--- src/rtl/coin_acceptor.sv ---
// Coin intake and credit controller. Synchronizes and edge-detects the coin sensor lines,
// accumulates credit up to MAX_CREDIT and serves vend/cancel requests. Balances are paid out as
// a one-cycle nonzero `change` value, followed by a PAYOUT_HOLD-cycle hold-off.
// Optional feature: define COIN_DEBOUNCE_EN to require DEBOUNCE_CYCLES stable samples per coin.
module coin_acceptor #(
  parameter int unsigned MAX_CREDIT      = 1000,
  parameter int unsigned PAYOUT_HOLD     = 64,
  parameter int unsigned DEBOUNCE_CYCLES = 4
) (
  input  logic       clk,
  input  logic       rst,
  input  logic       inquarter,
  input  logic       indime,
  input  logic       innickel,
  input  logic [9:0] price,
  input  logic       vend,
  input  logic       cancel,
  output logic [9:0] credit,
  output logic       vendok,
  output logic       vendfail,
  output logic       outreject,
  output logic [9:0] change,
  output logic       busy
);

  // Elaboration-time parameter range checks.
  if (MAX_CREDIT < 25 || MAX_CREDIT > 1023) begin : g_bad_max_credit
    $error("MAX_CREDIT out of range 25..1023");
  end
  if (PAYOUT_HOLD == 0 || PAYOUT_HOLD > 255) begin : g_bad_payout_hold
    $error("PAYOUT_HOLD out of range 1..255");
  end
  if (DEBOUNCE_CYCLES == 0 || DEBOUNCE_CYCLES > 15) begin : g_bad_debounce
    $error("DEBOUNCE_CYCLES out of range 1..15");
  end

  localparam logic [10:0] MaxCredit = 11'(MAX_CREDIT);
  localparam logic [7:0]  HoldLoad  = 8'(PAYOUT_HOLD - 1);

  typedef enum logic [1:0] {StIdle, StPayout, StHold} state_e;

  state_e      state_q, state_d;
  logic [7:0]  hold_q, hold_d;
  logic [9:0]  credit_q, credit_d;
  logic [9:0]  change_q, change_d;
  logic        vendok_q, vendok_d;
  logic        vendfail_q, vendfail_d;
  logic        outreject_q, outreject_d;

  // Bit order for all coin vectors: [2] quarter, [1] dime, [0] nickel.
  logic [2:0]  sync1_q, sync2_q;
  logic [2:0]  coin_ev;
  logic        multi_ev;
  logic [9:0]  coin_val;
  logic [10:0] coin_sum;
  logic        req_taken;

  // Two-flop synchronizer on the raw sensor lines.
  always_ff @(posedge clk or negedge rst) begin
    if (!rst) begin
      sync1_q <= '0;
      sync2_q <= '0;
    end else begin
      sync1_q <= {inquarter, indime, innickel};
      sync2_q <= sync1_q;
    end
  end

`ifdef COIN_DEBOUNCE_EN
  localparam logic [3:0] DbLast = 4'(DEBOUNCE_CYCLES - 1);

  logic [2:0][3:0] db_cnt_q;
  logic [2:0]      armed_q;

  // Armed lines count consecutive highs; disarmed lines count consecutive lows to re-arm.
  always_ff @(posedge clk or negedge rst) begin
    if (!rst) begin
      db_cnt_q <= '0;
      armed_q  <= '1;
    end else begin
      for (int i = 0; i < 3; i++) begin
        if (armed_q[i] == sync2_q[i]) begin
          if (db_cnt_q[i] == DbLast) begin
            db_cnt_q[i] <= '0;
            armed_q[i]  <= ~armed_q[i];
          end else begin
            db_cnt_q[i] <= db_cnt_q[i] + 4'd1;
          end
        end else begin
          db_cnt_q[i] <= '0;
        end
      end
    end
  end

  // An event fires on the last required high sample of an armed line.
  always_comb begin
    coin_ev = '0;
    for (int i = 0; i < 3; i++) begin
      coin_ev[i] = armed_q[i] & sync2_q[i] & (db_cnt_q[i] == DbLast);
    end
  end
`else
  logic [2:0] prev_q;

  // Previous synchronized value for rising-edge detection.
  always_ff @(posedge clk or negedge rst) begin
    if (!rst) begin
      prev_q <= '0;
    end else begin
      prev_q <= sync2_q;
    end
  end

  // Every synchronized rising edge is a coin event.
  always_comb begin
    coin_ev = sync2_q & ~prev_q;
  end
`endif

  // Coin value and cap sum; multiple simultaneous events are rejected as a group.
  always_comb begin
    multi_ev = (coin_ev[0] & coin_ev[1]) | (coin_ev[0] & coin_ev[2]) | (coin_ev[1] & coin_ev[2]);
    if (coin_ev[2]) begin
      coin_val = 10'd25;
    end else if (coin_ev[1]) begin
      coin_val = 10'd10;
    end else if (coin_ev[0]) begin
      coin_val = 10'd5;
    end else begin
      coin_val = 10'd0;
    end
    coin_sum = {1'b0, credit_q} + {1'b0, coin_val};
  end

  // State and output registers.
  always_ff @(posedge clk or negedge rst) begin
    if (!rst) begin
      state_q     <= StIdle;
      hold_q      <= '0;
      credit_q    <= '0;
      change_q    <= '0;
      vendok_q    <= 1'b0;
      vendfail_q  <= 1'b0;
      outreject_q <= 1'b0;
    end else begin
      state_q     <= state_d;
      hold_q      <= hold_d;
      credit_q    <= credit_d;
      change_q    <= change_d;
      vendok_q    <= vendok_d;
      vendfail_q  <= vendfail_d;
      outreject_q <= outreject_d;
    end
  end

  // Next-state logic: requests take priority over coins; cancel beats vend.
  always_comb begin
    state_d     = state_q;
    hold_d      = hold_q;
    credit_d    = credit_q;
    change_d    = '0;
    vendok_d    = 1'b0;
    vendfail_d  = 1'b0;
    outreject_d = 1'b0;
    req_taken   = 1'b0;
    unique case (state_q)
      StIdle: begin
        if (cancel) begin
          if (credit_q != '0) begin
            req_taken = 1'b1;
            change_d  = credit_q;
            credit_d  = '0;
            state_d   = StPayout;
          end
        end else if (vend) begin
          req_taken = 1'b1;
          if (price != '0 && credit_q >= price) begin
            vendok_d = 1'b1;
            credit_d = '0;
            if (credit_q != price) begin
              change_d = credit_q - price;
              state_d  = StPayout;
            end
          end else begin
            vendfail_d = 1'b1;
          end
        end
        if (coin_ev != '0) begin
          if (req_taken || multi_ev || coin_sum > MaxCredit) begin
            outreject_d = 1'b1;
          end else begin
            credit_d = coin_sum[9:0];
          end
        end
      end
      StPayout: begin
        outreject_d = (coin_ev != '0);
        hold_d      = HoldLoad;
        state_d     = StHold;
      end
      StHold: begin
        outreject_d = (coin_ev != '0);
        if (hold_q == '0) begin
          state_d = StIdle;
        end else begin
          hold_d = hold_q - 8'd1;
        end
      end
      default: state_d = StIdle;
    endcase
  end

  assign credit    = credit_q;
  assign change    = change_q;
  assign vendok    = vendok_q;
  assign vendfail  = vendfail_q;
  assign outreject = outreject_q;
  assign busy      = (state_q != StIdle);

endmodule

--- config.mk ---
export PLATFORM = sky130hd
export DESIGN_NAME = coin_acceptor
export DESIGN_NICKNAME = d
export VERILOG_FILES = /design/src/rtl/coin_acceptor.sv
export SDC_FILE = /design/constraint.sdc
export NUM_CORES = 1
export LEC_CHECK = 0
export ABC_AREA = 1
export BUFFER_PORTS_ARGS = -buffer_cell sky130_fd_sc_hd__buf_4
export CAP_MARGIN = 20
export CORE_AREA = 3 3 81 83
export DETAILED_ROUTE_END_ITERATION = 12
export DIE_AREA = 0 0 84 86
export GPL_TIMING_DRIVEN = 1
export PLACE_DENSITY = 0.76
export RECOVER_POWER = 100
export SYNTH_ARGS = -nofsm -noshare
export SYNTH_HDL_FRONTEND = slang
export SYNTH_SLANG_ARGS = --single-unit
--- constraint.sdc ---
create_clock -name clk -period 2.6 [get_ports clk]
set_input_delay 0.52 -clock clk [delete_from_list [all_inputs] [get_ports clk]]
set_output_delay 0.52 -clock clk [all_outputs]
set_load 0.03 [all_outputs]
==> qor.txt <==
XOR/XNOR Fraction of Synth Area -> 0.0267
die area -> 7220 um2
Worst Hold Slack -> 0.338 ns
setup TNS -> 0 ns
HPWL Detailed -> 5570 um
Mapped Area -> 2950 um2
sequential cell area -> 1050 um2
worst stage delay on the critical path -> 0.39 ns
port bufs -> 40
Top Ports -> 41
Least-Margin Pin Slew -> 1.03 ns
net load switching power -> 1.73 mW
worst hold path type -> input port to flip-flop
post-detailed-route wirelength per cell -> 14.3 um
clk_lat worst skew -> 0.30 ns
post-route clock period utilization -> 0.991
Setup crit end kind -> flip-flop
residual DRC count -> 0
initial antenna violation count -> 0
Yosys reg bits -> 42
simple-gate area share of the yosys netlist -> 0.341
Syn Inst Count -> 400
Clock Skew -> 0.0109 ns
clock sinks -> 42
max cap viols -> 0
Filler Cells Inserted -> 555
RSZ-0062 raised after global routing -> true
sequential group share of total power -> 0.284
final instance count without filler cells -> 538
commonest cells after routing, fill and taps aside -> nand2_1 (87), inv_1 (47), dfrtp_1 (41), nor2_1 (37)
crit path cell chain -> inv_1 -> nor2_1 -> inv_1 -> buf_4 -> nand2_1 -> ha_4 -> buf_4 -> nand3_2 -> nand2_2 -> nand2_1 -> nand2_1 -> nand2_1 -> nand2_1 -> nor2_2 -> nand3_4 -> buf_12 -> nand3_4 -> nand2_1 -> nand3_1 -> nand2_1
PD cells -> 929 nW/um2
grt met2 use -> 0.371
final hold viol count -> 0
CTS Buf Count -> 5
Peak VDD IR -> 0.000445 V
Max Slew Vio Count -> 0
drt via density -> 5.40
data arrival time of the worst path -> 2.77 ns
Clk network pwr share -> 0.126
Layout area overhead -> 24.6%
CTS Buffer Depth -> 2
mux cell area share after synthesis -> 0
Die Wd -> 84 um
share of layout cells above drive strength 1 -> 0.225
Initial Utilization -> 0.498
Crit path top cell by count -> nand2_1
Most Crowded Layer GR -> met2
DRT Pass-1 Iters -> 4
1st-iter DRT viols -> 119
global routing usage on met1 -> 0.272
Final ANT Viol Nets -> 0
f_max -> 0.388 GHz
min Tclk post-route -> 2.58 ns
commonest non-fill, non-tap cell in the layout -> nand2_1
synthesized area per cell -> 7.38 um2
fraction of the mapped netlist area in adder cells -> 0.103
WP data required -> 2.79 ns
GR Util met3 -> 0.0346
vias in the first global route -> 2871
outcome -> finished clean
Worst Path Max Fanout -> 7
root buffer cell -> clkbuf_8
via count -> 2905
FP Rows -> 28
CP Class -> flip-flop to flip-flop
Logic pwr share -> 0.590
overall power -> 3.42 mW
Sw Ratio -> 0.506
core area -> 5920 um2
DP Worst Slack -> -0.0631 ns
dominant combinational cell family by area after synthesis -> simple AND/OR/NAND/NOR gates
CTS tree -> built
Cell Int Power -> 1.69 mW
GRT Total Usage -> 0.216
Final nets -> 502
final setup vio count -> 0
Netlist cell types -> 38
CTS clk-pin slew, worst paths -> 0.09 ns
die height -> 86 um
gpl congestion -> 0.947
H-tree depth -> 2
final wirelength -> 7700 um
area occupied by multi-input gates -> 1810 um2
Slew headroom -> 0.316
sequential area share after synthesis -> 0.356
first-pass GRT wire length -> 12700 um
GRT overflow -> 0
placed cell count -> 516
largest net degree at the start of global routing -> 43
setup slack after layout -> 0.0227 ns
LEAKAGE -> 1.81 nW
CP max-delay cell -> dfrtp_1
Post-Synthesis Net Count -> 440
compound-cell area share of the yosys netlist -> 0.0797
crit path launch type -> flip-flop
yosys synthesis warning count -> 0
Antenna Cells -> 0
[routing by layer]
metal / vias to the layer above / wire [um]
met5: - / 0
met4: 0 / 255
met3: 25 / 422
met2: 98 / 3750
met1: 1352 / 3280
li1: 1430 / -
[critical path: cells and delay by family, from the launching register on]
family / cells / cell delay (ns)
AND/OR/NAND/NOR: 14 / 1.21
flip-flops: 1 / 0.39
adder cells (fa/ha/maj): 1 / 0.29
buffers and inverters: 5 / 0.56
[state kept, by name (all words and copies together) (netlist names)]
signal,cells
vendok,1
sync2_q,3
hold_q,8
vendfail,1
state_q,2
prev_q,3
sync1_q,3
credit,10
change,10
outreject,1
[kinds of logic (layout without fill, tap and decap cells)]
| logic type | after synthesis | after routing |
|---|---|---|
| AND/OR/NAND/NOR | 219 | 220 |
| buffers and inverters | 65 | 127 |
| adder cells (fa/ha/maj) | 23 | 23 |
| AO/OA/AOI/OAI | 42 | 42 |
| XOR/XNOR | 9 | 9 |
| flip-flops | 42 | 42 |
[through the flow]
step	cell area [um2]	util
floorplan	2950	-
detailed placement	3370	0.569
finish	3680	0.621
global route	3680	0.621
CTS	3610	0.609
global placement	3370	0.569
[power by group through the flow]
stage          clock [mW]  sequential [mW]  combinational [mW]
6_report            0.430            0.969                2.02
5_1_grt             0.467            0.988                2.26
4_1_cts             0.438            0.962                1.95
3_5_place_dp            0            0.974                1.89
3_3_place_gp            0            0.968                1.86
2_1_floorplan           0             1.14                1.15
[final cells by class]
cell class,instances,area share
sequential,42,0.286
clock inverter,3,0.00578
tap,75,0.0255
clock buffer,5,0.0187
timing repair buffer,64,0.114
multi-input combinational,294,0.493
inverter,55,0.0568
[final timing paths]
check | cells past startpoint | endpoint | start | slack [ns]
setup / recovery | 20 | credit[4] | sync2_q[1] | 0.02
hold / removal | 1 | sync1_q[0] | innickel | 0.34
setup reg to reg | 20 | credit[4] | sync2_q[1] | 0.02
hold reg to reg | 0 | sync2_q[1] | sync1_q[1] | 0.35
max in group asynchronous | 1 | credit[0] | rst | 1.52
min in group asynchronous | 1 | change[9] | rst | 0.38
[what timing repair did]
item | CTS | global route
setup endpoints to repair | 11 | 23
hold buffers | 0 | 0
gates cloned | 2 | 0
buffers inserted | 9 | 3
pin swaps | 14 | 20
gates resized for setup | 13 | 38
[Yosys cell counts, drive strengths merged]
cell type  number  area [um2]
nor3            6        46.3
nand3          47         253
a31oi           2        12.5
o211ai          2        15.0
nand3b          2        15.0
dfrtp          42        1050
nand4          15         106
nor2           46         183
and2            1        6.26
a21oi          22         110
xor2            5        43.8
fa              2        40.0
o22ai           1        6.26
a21o            1        7.51
inv            55         209
or2             2        12.5
nor4            3        18.8
o21bai          1        7.51
xnor2           4        35.0
o21ai          13        76.3
ha             21         263
clkbuf          2        7.51
nand2          97         364
buf             8        61.3
No activity file was read; power rests on OpenSTA's default activity.
